File: src/rtl/axis_upsizer_8to32.sv
// Packs 8-bit AXI-Stream beats little-endian into RATIO-byte words, keeping tkeep and tlast.
// Latency: one cycle from the completing beat. Input tready drops while the output word is stalled.
module axis_upsizer_8to32 #(
    parameter int RATIO = 4
) (
    input  logic               aclk,
    input  logic               areset,
    input  logic               s_axis_tvalid,
    output logic               s_axis_tready,
    input  logic [7:0]         s_axis_tdata,
    input  logic               s_axis_tkeep,
    input  logic               s_axis_tlast,
    output logic               m_axis_tvalid,
    input  logic               m_axis_tready,
    output logic [8*RATIO-1:0] m_axis_tdata,
    output logic [RATIO-1:0]   m_axis_tkeep,
    output logic               m_axis_tlast
);
    localparam int CW = $clog2(RATIO);

    logic [8*RATIO-1:0] acc_data_q, acc_data_d, word_data;
    logic [RATIO-1:0]   acc_keep_q, acc_keep_d, word_keep;
    logic [CW-1:0]      cnt_q, cnt_d;
    logic [8*RATIO-1:0] out_data_q, out_data_d;
    logic [RATIO-1:0]   out_keep_q, out_keep_d;
    logic               out_vld_q, out_vld_d;
    logic               out_last_q, out_last_d;
    logic               accept, complete;

    // The only path from the output side back to the input is this gate.
    assign s_axis_tready = !areset && !(out_vld_q && !m_axis_tready);
    assign accept        = s_axis_tvalid && s_axis_tready;

    always_comb begin
        acc_data_d = acc_data_q;
        acc_keep_d = acc_keep_q;
        cnt_d      = cnt_q;
        word_data  = acc_data_q;
        word_keep  = acc_keep_q;
        complete   = 1'b0;
        if (accept) begin
            if (s_axis_tkeep) begin
                word_data[8*cnt_q +: 8] = s_axis_tdata;
                word_keep[cnt_q]        = 1'b1;
                complete                = s_axis_tlast || (cnt_q == CW'(RATIO-1));
                cnt_d                   = cnt_q + 1'b1;
            end else begin
                complete = s_axis_tlast;
            end
            acc_data_d = word_data;
            acc_keep_d = word_keep;
        end
        if (complete) begin
            acc_data_d = '0;
            acc_keep_d = '0;
            cnt_d      = '0;
        end
    end

    always_comb begin
        out_vld_d  = out_vld_q;
        out_data_d = out_data_q;
        out_keep_d = out_keep_q;
        out_last_d = out_last_q;
        if (complete) begin
            out_vld_d  = 1'b1;
            out_data_d = word_data;
            out_keep_d = word_keep;
            out_last_d = s_axis_tlast;
        end else if (m_axis_tready) begin
            out_vld_d = 1'b0;
        end
    end

    always_ff @(posedge aclk) begin
        if (areset) begin
            acc_data_q <= '0;
            acc_keep_q <= '0;
            cnt_q      <= '0;
            out_vld_q  <= 1'b0;
            out_data_q <= '0;
            out_keep_q <= '0;
            out_last_q <= 1'b0;
        end else begin
            acc_data_q <= acc_data_d;
            acc_keep_q <= acc_keep_d;
            cnt_q      <= cnt_d;
            out_vld_q  <= out_vld_d;
            out_data_q <= out_data_d;
            out_keep_q <= out_keep_d;
            out_last_q <= out_last_d;
        end
    end

    assign m_axis_tvalid = out_vld_q;
    assign m_axis_tdata  = out_data_q;
    assign m_axis_tkeep  = out_keep_q;
    assign m_axis_tlast  = out_last_q;
endmodule

File: config.mk
export PLATFORM = sky130hd
export DESIGN_NAME = axis_upsizer_8to32
export DESIGN_NICKNAME = d
export VERILOG_FILES = /design/src/rtl/axis_upsizer_8to32.sv
export SDC_FILE = /design/constraint.sdc
export NUM_CORES = 1
export LEC_CHECK = 0
export CAP_MARGIN = 20
export CELL_PAD_IN_SITES_DETAIL_PLACEMENT = 0
export CELL_PAD_IN_SITES_GLOBAL_PLACEMENT = 1
export CORE_ASPECT_RATIO = 0.6
export CORE_MARGIN = 2
export CORE_UTILIZATION = 44
export DETAILED_ROUTE_END_ITERATION = 10
export PLACE_DENSITY = 0.81
export SLEW_MARGIN = 15
export SYNTH_ARGS = -nofsm -noshare
export SYNTH_HDL_FRONTEND = slang
export SYNTH_SLANG_ARGS = --single-unit
File: constraint.sdc
create_clock -name aclk -period 4.49 [get_ports aclk]
set_input_delay 1.347 -clock aclk [delete_from_list [all_inputs] [get_ports aclk]]
set_output_delay 1.347 -clock aclk [all_outputs]
set_load 0.03 [all_outputs]
==> results by stage <==
CTS:
- The master cell of the clock root buffer is sky130_fd_sc_hd__clkbuf_16.
- TritonCTS built the clock tree.
- The largest buffer count on any clock path is 2.
- In this run the number of H-tree levels came out at 3.
- Buffers added to address setup during post-CTS repair amount to 0.
- The tree built by TritonCTS fans out to 76 sinks.
- The count of hold-fix buffers inserted at cts is 0.
- After clock tree synthesis, the clock-pin slew on the worst setup and hold paths is 0.06 ns.
- Buffers inserted during clock tree synthesis total 9.
- The source-to-sink clock delay at the later pin of the worst-skew pair is 0.34 ns.
- The count of cells resized by post-cts repair is 0.

STA:
- After layout, the minimum clock period comes to 3.54 ns.
- For the final routed database, the setup TNS stands at 0 ns.
- The final cycle utilization of the critical path is 78.7%.
- Setup repair after global routing left no endpoint under its margin.
- For the pin with the worst max-slew slack, the measured transition is 0.756 ns.
- The max-slew violation total from the final report came to 0.
- The highest clock rate is 0.283 GHz.
- Measured against its own limit, the worst slew margin works out to 48.9%.
- The clock arrives with 0.00554 ns of skew.
- The number of failing hold endpoints at the final stage is 0.
- Setup violations remaining at the end of the flow were counted as 0.
- Hold is met by 0.478 ns.

Global route:
- After global routing the overflow that remains totals 0.
- Global routing used 19.5% of the available tracks across all layers.
- Entering global routing, the biggest net connects 41 pins.
- The first global-routing pass estimated 12000 µm of wire.
- The number of antenna violations at the first check in global routing is 0.
- The via count of the first global-routing pass is 2355.

Routing:
- The number of search-and-repair iterations in the first detailed-routing pass is 6.
- Summed over all nets, wire length on met2 after detailed routing comes to 2960 µm.
- Wires add up to 7300 µm.
- Routed signal wires occupy layers up through met4.
- The via count is 2384.
- For this block, wires on met1 add up to 3850 µm.
- The number of nets with antenna violations after routing is 0.
- The routed design uses 392 µm of met3 wire.
- The mean routed wirelength per cell is 15.7 µm.
- The DRC violations left is 0.
- The via-per-instance ratio is 5.12.
- The detailed router finished its first iteration with 144 violations.

Synthesis:
- The synthesized design contains 0 enable-type register cells.
- The share of cell area taken by muxes after synthesis is 10.8%.
- After Yosys synthesis, XOR and XNOR cells account for 0% of the synthesized area.
- The most common flop cell mapped by yosys is sky130_fd_sc_hd__dfxtp_1.
- The distinct cell type count after synthesis is 34.
- Yosys printed 0 warnings.
- The net count after synthesis is 348.
- Synthesis inferred 76 register bits.
- The synthesized-area fraction occupied by adder cells is 3.08%.
- Of the total synthesized cell area, the portion taken by AND, OR, NAND and NOR gates is 27.9%.
- The netlist area before placement is 3250 µm².
- The post-synthesis area per instance is 9.98 µm².
- The synthesized-area fraction occupied by ao, oa, aoi and oai cells is 6.69%.
- The fraction of synthesis flops using an asynchronous set or reset pin is 0%.
- The register area share after synthesis is 46.8%.
- By area, the combinational part of the netlist is dominated by simple AND/OR/NAND/NOR gates.
- The number of standard cells after synthesis is 326.

Final layout:
- Compared with the post-synthesis result, the final layout area differs by 27.0%.
- In the final design database the tool counted 392 nets.
- The sequential cell area is 1520 µm².
- Leaving out filler cells and counting taps, the final layout contains 466.
- The final-layout fill cell count is 631.
- Cells with a size suffix above 1 make up 16.5% of the layout.
- The top cell types in the final layout, fill and taps aside, are sky130_fd_sc_hd__dfxtp_1, sky130_fd_sc_hd__clkdlybuf4s50_1, sky130_fd_sc_hd__mux2i_1, sky130_fd_sc_hd__nand3b_1, sky130_fd_sc_hd__nor2_2.
- Leaving out fill and tap cells, the most frequent cell in the layout is sky130_fd_sc_hd__dfxtp_1.
- Summing all multi-input logic gate instances after layout gives 1580 µm².
- The repair_antennas step left the layout with diodes totalling 0.

Power:
- In this run switching power makes up 21.0% of total power.
- The internal power of the cells totals 1.26 mW.
- The maximum vdd drop is 0.243 mV.
- For this design the total switching power over the nets is 0.334 mW.
- Power comes to 1.59 mW.
- The total power divided by cell area is 385 nW/µm².
- The clock network accounts for 50.2% of the total power.
- The static leakage power is 1.60 nW.
- In this run, the combinational gates consume 6.7% of the power.
- The share of total power dissipated in sequential elements is 43.2%.

Placed design:
- The routability-driven placement congestion ratio is 0.720.
- The post-DP HPWL is 4980 µm.
- Counting tap cells, the placed design contains a total of 450 instances.
- Buffers placed on the I/O ports in this run total 52.

Worst setup path:
- The startpoint of the worst-slack reg-to-reg timing path is cnt_q[0].
- At the worst endpoint, the required time is 3.14 ns.
- The critical path is of the input port to primary output type.
- In this run the worst setup path begins at areset.
- The critical path endpoint category is a primary output.
- The startpoint class of the critical path is an input port.
- In this run the worst path has a maximum fanout of 3.
- The worst endpoint data arrival time is 2.19 ns.

Worst hold path:
- The worst hold path belongs to the class register to register.
- In this run the most critical hold path is launched from m_axis_tdata[26].

Floorplanning:
- The core area is 7210 µm².
- The die width is 115 µm.
- The number of placement rows is 24.
- The die is 70.6 µm tall.
- In this run the count of I/O pins placed on the die edge is 53.
- The floorplan die area is 8120 µm².
- Once the floorplan was initialized, standard cells occupied 45.1% of the core.

Status:
- The run finished with clean final reports.

Flow run:
- Max-cap violations in this run came to 0.
## sequential cells by signal (all words and copies together), names as in the netlist
signal	count
m_axis_tkeep	4
m_axis_tdata	32
cnt_q	2
acc_keep_q	4
m_axis_tlast	1
acc_data_q	32
m_axis_tvalid	1
## stage by stage
stage	area, µm²	setup WS [ns]	util [%]
6_report	4130	0.955	57.3
3_5_place_dp	3790	0.770	52.6
3_3_place_gp	3790	0.905	52.6
4_1_cts	4120	0.978	57.2
2_1_floorplan	3250	1.05	-
5_1_grt	4130	0.937	57.3
## power by group through the flow
stage          clock network (mW)  registers (mW)  logic, mW
2_1_floorplan                   0           0.708     0.0640
3_3_place_gp                    0           0.701      0.105
3_5_place_dp                    0           0.701      0.106
6_report                    0.797           0.686      0.106
4_1_cts                     0.815           0.686      0.106
5_1_grt                     0.842           0.687      0.115
## final timing paths
kind,slack [ns],depth (start not counted),to
setup reg to reg,2.02,6,m_axis_tdata[20]
hold / removal,0.48,2,m_axis_tdata[26]
hold reg to reg,0.48,2,m_axis_tdata[26]
setup / recovery,0.95,3,s_axis_tready
## logic make-up after synthesis
group,Yosys count
flops,76
simple gates,139
mux,35
compound gates,42
buf+inv,26
fa+ha+maj,8
## critical path, cell delays in order
cell	delay [ns]
sky130_fd_sc_hd__clkdlybuf4s50_1	0.51
sky130_fd_sc_hd__nor2_1	0.15
sky130_fd_sc_hd__buf_4	0.17
## layout make-up
type | count | share of cell area, %
well taps | 91 | 2.76
repair buffers | 57 | 13.8
clock buffers | 12 | 6.45
flip-flops and latches | 76 | 36.8
multi-input cells | 224 | 38.3
inverters | 2 | 0.182
clock inverters | 4 | 1.70
## routing by layer
metal / global-route usage (%) / vias up
met1: 28.6 / 1114
met2: 27.1 / 62
met5: 0 / -
met4: 6.43 / 0
li1: - / 1200
met3: 6.00 / 8
## Yosys cell counts, types with 3 or more instances
cell type	n	share of area, %
sky130_fd_sc_hd__a211oi_1	3	0.69
sky130_fd_sc_hd__a21oi_1	7	1.1
sky130_fd_sc_hd__nor3_1	5	0.77
sky130_fd_sc_hd__buf_2	6	0.92
sky130_fd_sc_hd__ha_1	8	3.1
sky130_fd_sc_hd__nor2b_1	3	0.58
sky130_fd_sc_hd__buf_6	5	1.7
sky130_fd_sc_hd__o21ai_0	12	1.8
sky130_fd_sc_hd__nand3b_1	32	7.4
sky130_fd_sc_hd__nor2_2	30	5.8
sky130_fd_sc_hd__nand4_2	3	1.2
sky130_fd_sc_hd__o21ai_1	20	3.1
sky130_fd_sc_hd__or3b_2	3	0.81
sky130_fd_sc_hd__clkbuf_1	10	1.2
sky130_fd_sc_hd__nand2b_1	5	0.96
sky130_fd_sc_hd__mux2i_1	35	11
sky130_fd_sc_hd__dfxtp_1	76	47
sky130_fd_sc_hd__and2_1	23	4.4
sky130_fd_sc_hd__nor2_1	21	2.4
Note: power is estimated with default switching activity, not from simulation.
